--- src/rtl/bitbang_slave_if.sv ---
`default_nettype none
// ============================================================================
// Module  : bitbang_slave_if
// Purpose : FPGA-side responder of the host bit-bang link. Deserialises a
//           64-byte work frame (32-byte midstate, then 32-byte data tail)
//           from rxc/rxd strobes, and returns queued golden nonces to the
//           host bit-by-bit on txc strobes (flag bit before every byte).
// Ports   : clk, rst_n (async, active low)
//           rxd, rxc, rxtxr, txc : host pads, asynchronous to clk
//           txd                  : registered serial data/flag to host
//           work_midstate/data   : last complete frame; work_valid pulses
//           nonce_in, nonce_wr   : nonce push from the hashing core
//           fifo_full            : nonce queue full
//           overflow_cnt         : saturating count of dropped nonces
// Config  : define BB_NONCE_PARITY_EN to append an odd-parity bit after
//           each transmitted byte (9 bits per byte instead of 8).
// Revision: 1.0 - initial release
// ============================================================================
module bitbang_slave_if #(
  parameter int SYNC_STAGES      = 2,
  parameter int NONCE_FIFO_DEPTH = 4,
  parameter int NONCE_FIFO_AW    = 2
) (
  input  logic         clk,
  input  logic         rst_n,
  input  logic         rxd,
  input  logic         rxc,
  input  logic         rxtxr,
  input  logic         txc,
  output logic         txd,
  output logic [255:0] work_midstate,
  output logic [255:0] work_data,
  output logic         work_valid,
  input  logic [31:0]  nonce_in,
  input  logic         nonce_wr,
  output logic         fifo_full,
  output logic [7:0]   overflow_cnt
);

  typedef enum logic [1:0] {
    S_IDLE = 2'd0,
    S_DATA = 2'd1,
    S_PAR  = 2'd2
  } tx_state_t;

  // All four pads share one chain so rxd arrives aligned with its rxc edge.
  logic [3:0] sync_q [SYNC_STAGES];
  logic       rxd_s, rxc_s, rxtxr_s, txc_s;
  logic       rxc_prev, txc_prev;
  logic       rx_edge, tx_edge;

  assign {txc_s, rxtxr_s, rxc_s, rxd_s} = sync_q[SYNC_STAGES-1];
  // Strobe edges are suppressed while the host holds resync high.
  assign rx_edge = rxc_s & ~rxc_prev & ~rxtxr_s;
  assign tx_edge = txc_s & ~txc_prev & ~rxtxr_s;

  always_ff @(posedge clk or negedge rst_n) begin
    if (!rst_n) begin
      for (int i = 0; i < SYNC_STAGES; i++) sync_q[i] <= '0;
      rxc_prev <= 1'b0;
      txc_prev <= 1'b0;
    end else begin
      sync_q[0] <= {txc, rxtxr, rxc, rxd};
      for (int i = 1; i < SYNC_STAGES; i++) sync_q[i] <= sync_q[i-1];
      rxc_prev <= rxc_s;
      txc_prev <= txc_s;
    end
  end

  // ---------------------------------------------------------------- RX path
  logic [2:0]   bit_cnt;
  logic [5:0]   byte_cnt;
  logic [7:0]   byte_sr;
  logic [503:0] shadow;   // first 63 bytes; the 64th joins on the copy
  logic [7:0]   byte_next;

  assign byte_next = {rxd_s, byte_sr[7:1]};   // LSB arrives first

  always_ff @(posedge clk or negedge rst_n) begin
    if (!rst_n) begin
      bit_cnt       <= '0;
      byte_cnt      <= '0;
      byte_sr       <= '0;
      shadow        <= '0;
      work_midstate <= '0;
      work_data     <= '0;
      work_valid    <= 1'b0;
    end else begin
      work_valid <= 1'b0;
      if (rxtxr_s) begin
        bit_cnt  <= '0;
        byte_cnt <= '0;
      end else if (rx_edge) begin
        byte_sr <= byte_next;
        bit_cnt <= bit_cnt + 3'd1;
        if (bit_cnt == 3'd7) begin
          shadow   <= {shadow[495:0], byte_next};
          byte_cnt <= byte_cnt + 6'd1;
          if (byte_cnt == 6'd63) begin
            {work_midstate, work_data} <= {shadow, byte_next};
            work_valid                 <= 1'b1;
          end
        end
      end
    end
  end

  // ------------------------------------------------------------ nonce queue
  logic [31:0]              mem [NONCE_FIFO_DEPTH];
  logic [NONCE_FIFO_AW:0]   wr_ptr, rd_ptr;
  logic                     empty, full, push, pop;
  logic [31:0]              head;

  assign empty     = (wr_ptr == rd_ptr);
  assign full      = (wr_ptr[NONCE_FIFO_AW] != rd_ptr[NONCE_FIFO_AW]) &&
                     (wr_ptr[NONCE_FIFO_AW-1:0] == rd_ptr[NONCE_FIFO_AW-1:0]);
  assign fifo_full = full;
  assign head      = mem[rd_ptr[NONCE_FIFO_AW-1:0]];
  // A pop in the same cycle frees the slot, so a write to a full queue is kept.
  assign push      = nonce_wr & (~full | pop);

  always_ff @(posedge clk) begin
    if (push) mem[wr_ptr[NONCE_FIFO_AW-1:0]] <= nonce_in;
  end

  always_ff @(posedge clk or negedge rst_n) begin
    if (!rst_n) begin
      wr_ptr       <= '0;
      rd_ptr       <= '0;
      overflow_cnt <= '0;
    end else begin
      if (push) wr_ptr <= wr_ptr + 1'b1;
      if (pop)  rd_ptr <= rd_ptr + 1'b1;
      if (nonce_wr && full && !pop && overflow_cnt != 8'hFF)
        overflow_cnt <= overflow_cnt + 8'd1;
    end
  end

  // ---------------------------------------------------------------- TX path
  tx_state_t  tx_state;
  logic [2:0] bit_idx;
  logic [1:0] byte_idx;
  logic [7:0] tx_byte;

  always_comb begin
    tx_byte = head[31:24];
    case (byte_idx)
      2'd0:    tx_byte = head[31:24];
      2'd1:    tx_byte = head[23:16];
      2'd2:    tx_byte = head[15:8];
      default: tx_byte = head[7:0];
    endcase
  end

  // Head leaves the queue on the edge that completes its last byte.
  always_comb begin
`ifdef BB_NONCE_PARITY_EN
    pop = tx_edge && !empty && (tx_state == S_PAR) && (byte_idx == 2'd3);
`else
    pop = tx_edge && !empty && (tx_state == S_DATA) && (bit_idx == 3'd7) &&
          (byte_idx == 2'd3);
`endif
  end

  always_ff @(posedge clk or negedge rst_n) begin
    if (!rst_n) begin
      tx_state <= S_IDLE;
      bit_idx  <= '0;
      byte_idx <= '0;
      txd      <= 1'b0;
    end else if (rxtxr_s) begin
      // Resync restarts the current head nonce from its first byte.
      tx_state <= S_IDLE;
      bit_idx  <= '0;
      byte_idx <= '0;
    end else if (tx_edge) begin
      case (tx_state)
        S_IDLE: begin
          if (!empty) begin
            txd      <= 1'b1;
            bit_idx  <= '0;
            tx_state <= S_DATA;
          end else begin
            txd <= 1'b0;
          end
        end
        S_DATA: begin
          txd     <= tx_byte[bit_idx];
          bit_idx <= bit_idx + 3'd1;
          if (bit_idx == 3'd7) begin
`ifdef BB_NONCE_PARITY_EN
            tx_state <= S_PAR;
`else
            tx_state <= S_IDLE;
            byte_idx <= byte_idx + 2'd1;
`endif
          end
        end
`ifdef BB_NONCE_PARITY_EN
        S_PAR: begin
          txd      <= ~^tx_byte;
          tx_state <= S_IDLE;
          byte_idx <= byte_idx + 2'd1;
        end
`endif
        default: tx_state <= S_IDLE;
      endcase
    end
  end

endmodule
`default_nettype wire

--- config.mk ---
export PLATFORM = sky130hd
export DESIGN_NAME = bitbang_slave_if
export DESIGN_NICKNAME = d
export VERILOG_FILES = /design/src/rtl/bitbang_slave_if.sv
export SDC_FILE = /design/constraint.sdc
export NUM_CORES = 2
export LEC_CHECK = 0
export BUFFER_PORTS_ARGS = -buffer_cell sky130_fd_sc_hd__buf_2
export CELL_PAD_IN_SITES_DETAIL_PLACEMENT = 1
export CELL_PAD_IN_SITES_GLOBAL_PLACEMENT = 2
export CORE_ASPECT_RATIO = 1.1
export CORE_MARGIN = 2
export CORE_UTILIZATION = 36
export CTS_BUF_LIST = sky130_fd_sc_hd__clkbuf_4 sky130_fd_sc_hd__clkbuf_8 sky130_fd_sc_hd__clkbuf_16
export DETAILED_ROUTE_END_ITERATION = 6
export PLACE_DENSITY_LB_ADDON = 0.3
export SLEW_MARGIN = 20
export SYNTH_ARGS = -nofsm -noshare
export SYNTH_HDL_FRONTEND = slang
export SYNTH_SLANG_ARGS = --single-unit
--- constraint.sdc ---
create_clock -name clk -period 3.45 [get_ports clk]
set_input_delay 0 -clock clk [delete_from_list [all_inputs] [get_ports clk]]
set_output_delay 0 -clock clk [all_outputs]
set_load 0.01 [all_outputs]
==> flow_summary_export.csv <==
group,metric,value,unit
global_route,grt_util_all_layers,21.2,%
sta,fin_setup_tns,0,ns
pwr,power_density,549,nW/µm²
route,drc,0,
clock_network,cts_tree,"yes",
clock_network,cts_root_buf,"clkbuf_16",
job,drv_cap,0,
sta,clock_skew,0.0282,ns
clock_network,clk_path_buf_depth,3,
logic_synthesis,synth_area,45000,µm²
pwr,vdd_ir_drop_max,0.577,mV
sta,setup_viol,0,
logic_synthesis,yosysWarningCount,0,
global_route,gr-total-overflow,0,
critical_path,path_cells,"and4bb_1 -> and3_1 -> o21a_1 -> and2_1 -> buf_4",
critical_path,cp.required,3.84,ns
placement,portBuffers,561,
sta,worst_pin_slew,1.05,ns
sta,rsz0062_at_grt,"false",
critical_path,r2r_setup_slack,0.79,ns
clock_network,cts_buffers,133,
critical_path,path_depth,5,
critical_path,crit_path_end_kind,"register",
final_layout,syn_to_final_growth,22.3,%
critical_path,critical-path-slowest-cell,"dfrtp_1",
critical_path,r2r-end,"mem[1][16]",
route,avgRoutedWirePerCell,19.0,µm
final_layout,fin_util,44.2,%
sta,drv_slew,0,
final_layout,fin_cells,7083,
route,dr_total_vias,33200,
global_route,grt_max_degree,179,
die,dieArea,128000,µm²
critical_path,start_kind,"register",
placement,dp.cells,6770,
logic_synthesis,synthArstFlopShare,89.3,%
sta,hold_violations,0,
route,drt_iter0_drc,1787,
logic_synthesis,synth_fp_nets,4770,
critical_path,path_delay_family,"simple AND/OR/NAND/NOR gates",
placement,place_congestion,0.785,
die,die_w,341,µm
logic_synthesis,synth.most_common_cell,"nand2_1",
clock_network,clkTransAtPathRegs,0.06,ns
critical_path,worstSetupStartpoint,"rxtxr_s",
clock_network,clk_latency,0.76,ns
logic_synthesis,yosysTopAreaCell,"dfrtp_1",
die,io_pins,562,
pwr,p_leak,31.2,nW
logic_synthesis,synth-edff-count,128,
logic_synthesis,avgSynthCellArea,9.55,µm²
sta,relSlewSlack,30.0,%
final_layout,fin_nets,5379,
route,ant_nets,0,
logic_synthesis,yosysSeqAreaShare,67.7,%
critical_path,cpPeakStageDelay,0.60,ns
run_status,status,"completed",
die,die_h,375,µm
logic_synthesis,synthTopCellsByArea,"dfrtp_1 (59%), nand2_1 (26%), edfxtp_1 (8.5%), buf_2 (1.6%), mux2i_1 (0.96%)",
final_layout,diodes,0,
logic_synthesis,synth_top_area_share,59.2,%
route,vias_per_cell,4.69,
die,placement_rows,136,
route,drt_pass1_iterations,5,
pwr,total_power,30.2,mW
clock_network,cts_setup_buffers,0,
logic_synthesis,synth_cells,4715,
die,initial_core_util,36.1,%
sta,clock.fmax,0.376,GHz
clock_network,numClockSinks,1192,
logic_synthesis,ys.flop_type,"dfrtp_1",
global_route,grt_pass1_wl,210000,µm
critical_path,worstPathArrival,3.05,ns
logic_synthesis,synthTopCellsByCount,"nand2_1 (3067), dfrtp_1 (1064), buf_2 (145), edfxtp_1 (128), clkbuf_1 (71)",
worst_hold_path,min_path_type,"in2async",
placement,dp_hpwl,87800,µm
sta,fin_crit_sh,77.0,%
critical_path,rr_worst_depth,5,
route,routed_wl,135000,µm
global_route,grt_antenna_before_repair,1,
critical_path,crit_type,"reg2reg",
critical_path,crit_end,"mem[1][16]",
final_layout,drive_gt1_share,16.6,%
critical_path,r2r-start,"rxtxr_s",
global_route,first_global_vias,35200,
critical_path,path_buf_inv,1,
logic_synthesis,ys_ff_latch,1192,
sta,period_needed,2.66,ns
clock_network,htree_levels,4,
logic_synthesis,yosys.cell_types.count,50,
critical_path,worstPathMaxFanout,32,
die,core-area,125000,µm²
==> flip-flops by register name, summed over array words and instances (netlist names), 2 cells and up <==
name           count
mem              128
work_data        256
byte_sr            7
overflow_cnt       8
bit_idx            3
bit_cnt            3
work_midstate    256
byte_idx           2
shadow           504
wr_ptr             3
sync_q             5
byte_cnt           6
rd_ptr             3
==> cell type report <==
type	instances	area [µm²]
inverters	7	26.3
clock inverters	36	442
repair buffers	709	4530
fillers	14200	69500
multi-input cells	3281	13400
flip-flops and latches	1192	30500
clock buffers	202	4070
well taps	1656	2070
==> cells in the final DEF (no fill, tap or decap), types with 3 or more instances in the layout <==
cell type	count
a21oi_1	6
a22oi_1	3
and2_1	5
buf_12	32
buf_2	560
buf_4	41
bufinv_16	4
clkbuf_16	134
clkbuf_4	35
clkbuf_8	33
clkinv_1	3
clkinv_16	3
clkinv_2	14
clkinv_8	6
dfrtp_1	1063
dlygate4sd3_1	74
edfxtp_1	128
ha_1	16
inv_1	7
inv_6	5
mux2_2	10
mux2i_1	43
mux4_2	11
nand2_1	3066
nand2b_1	3
nand3_1	11
nor2_1	21
nor2b_1	3
nor3_1	3
nor4_1	4
o21ai_0	9
o22ai_1	14
xnor2_1	10
xor2_1	9
==> cell families after synthesis <==
logic type	share of synthesized area, %
AND/OR/NAND/NOR	26.4
flip-flops	67.7
buffers and inverters	2.52
multiplexers	1.82
AO/OA/AOI/OAI	0.692
XOR/XNOR	0.406
adder cells (fa/ha/maj)	0.445
==> worst min-delay path by stage <==
stage          startpoint  cells after the start           endpoint
2_1_floorplan       rst_n                      0         bit_cnt[0]
3_3_place_gp        rst_n                      1        shadow[281]
3_5_place_dp        rst_n                      1        shadow[281]
4_1_cts             rst_n                      3  work_midstate[35]
5_1_grt             rst_n                      3  work_midstate[39]
6_report            rst_n                      3        shadow[281]
==> report_power, final <==
| part | leakage [nW] | switching, mW | total, mW | internal, mW |
|---|---|---|---|---|
| sequential | 16.0 | 0.183 | 14.8 | 14.6 |
| clock | 2.27 | 5.87 | 14.4 | 8.51 |
| combinational | 12.9 | 0.696 | 1.04 | 0.340 |
| total | 31.2 | 6.75 | 30.2 | 23.5 |
==> stage by stage <==
| stage | setup slack [ns] | hold slack (ns) | instance area [µm²] |
|---|---|---|---|
| after floorplan | 0.959 | -0.296 | 45000 |
| after global placement | 0.894 | 0.109 | 49800 |
| after detailed placement | 0.816 | 0.110 | 49800 |
| after CTS | 0.803 | 0.127 | 55000 |
| after global routing | 0.613 | 0.167 | 55000 |
| final | 0.792 | 0.124 | 55000 |
==> worst register-to-register path, cell delays in order (launching register included) <==
cell	delay, ns
dfrtp_1	0.60
and4bb_1	0.45
and3_1	0.32
o21a_1	0.28
and2_1	0.17
buf_4	0.42
==> metal layers <==
| metal | vias up | track usage, % | routed length, µm |
|---|---|---|---|
| li1 | 15700 | - | - |
| met1 | 16700 | 27.9 | 59200 |
| met2 | 650 | 34.3 | 64200 |
| met3 | 207 | 4.61 | 6650 |
| met4 | 0 | 7.90 | 4490 |
| met5 | - | 0 | 0 |
==> timing repair <==
item / in CTS / in global routing
gates resized for setup: 0 / 0
hold buffers: 75 / 0
endpoints found under the hold margin: 910 / 0
No activity file was read; power rests on OpenSTA's default activity.
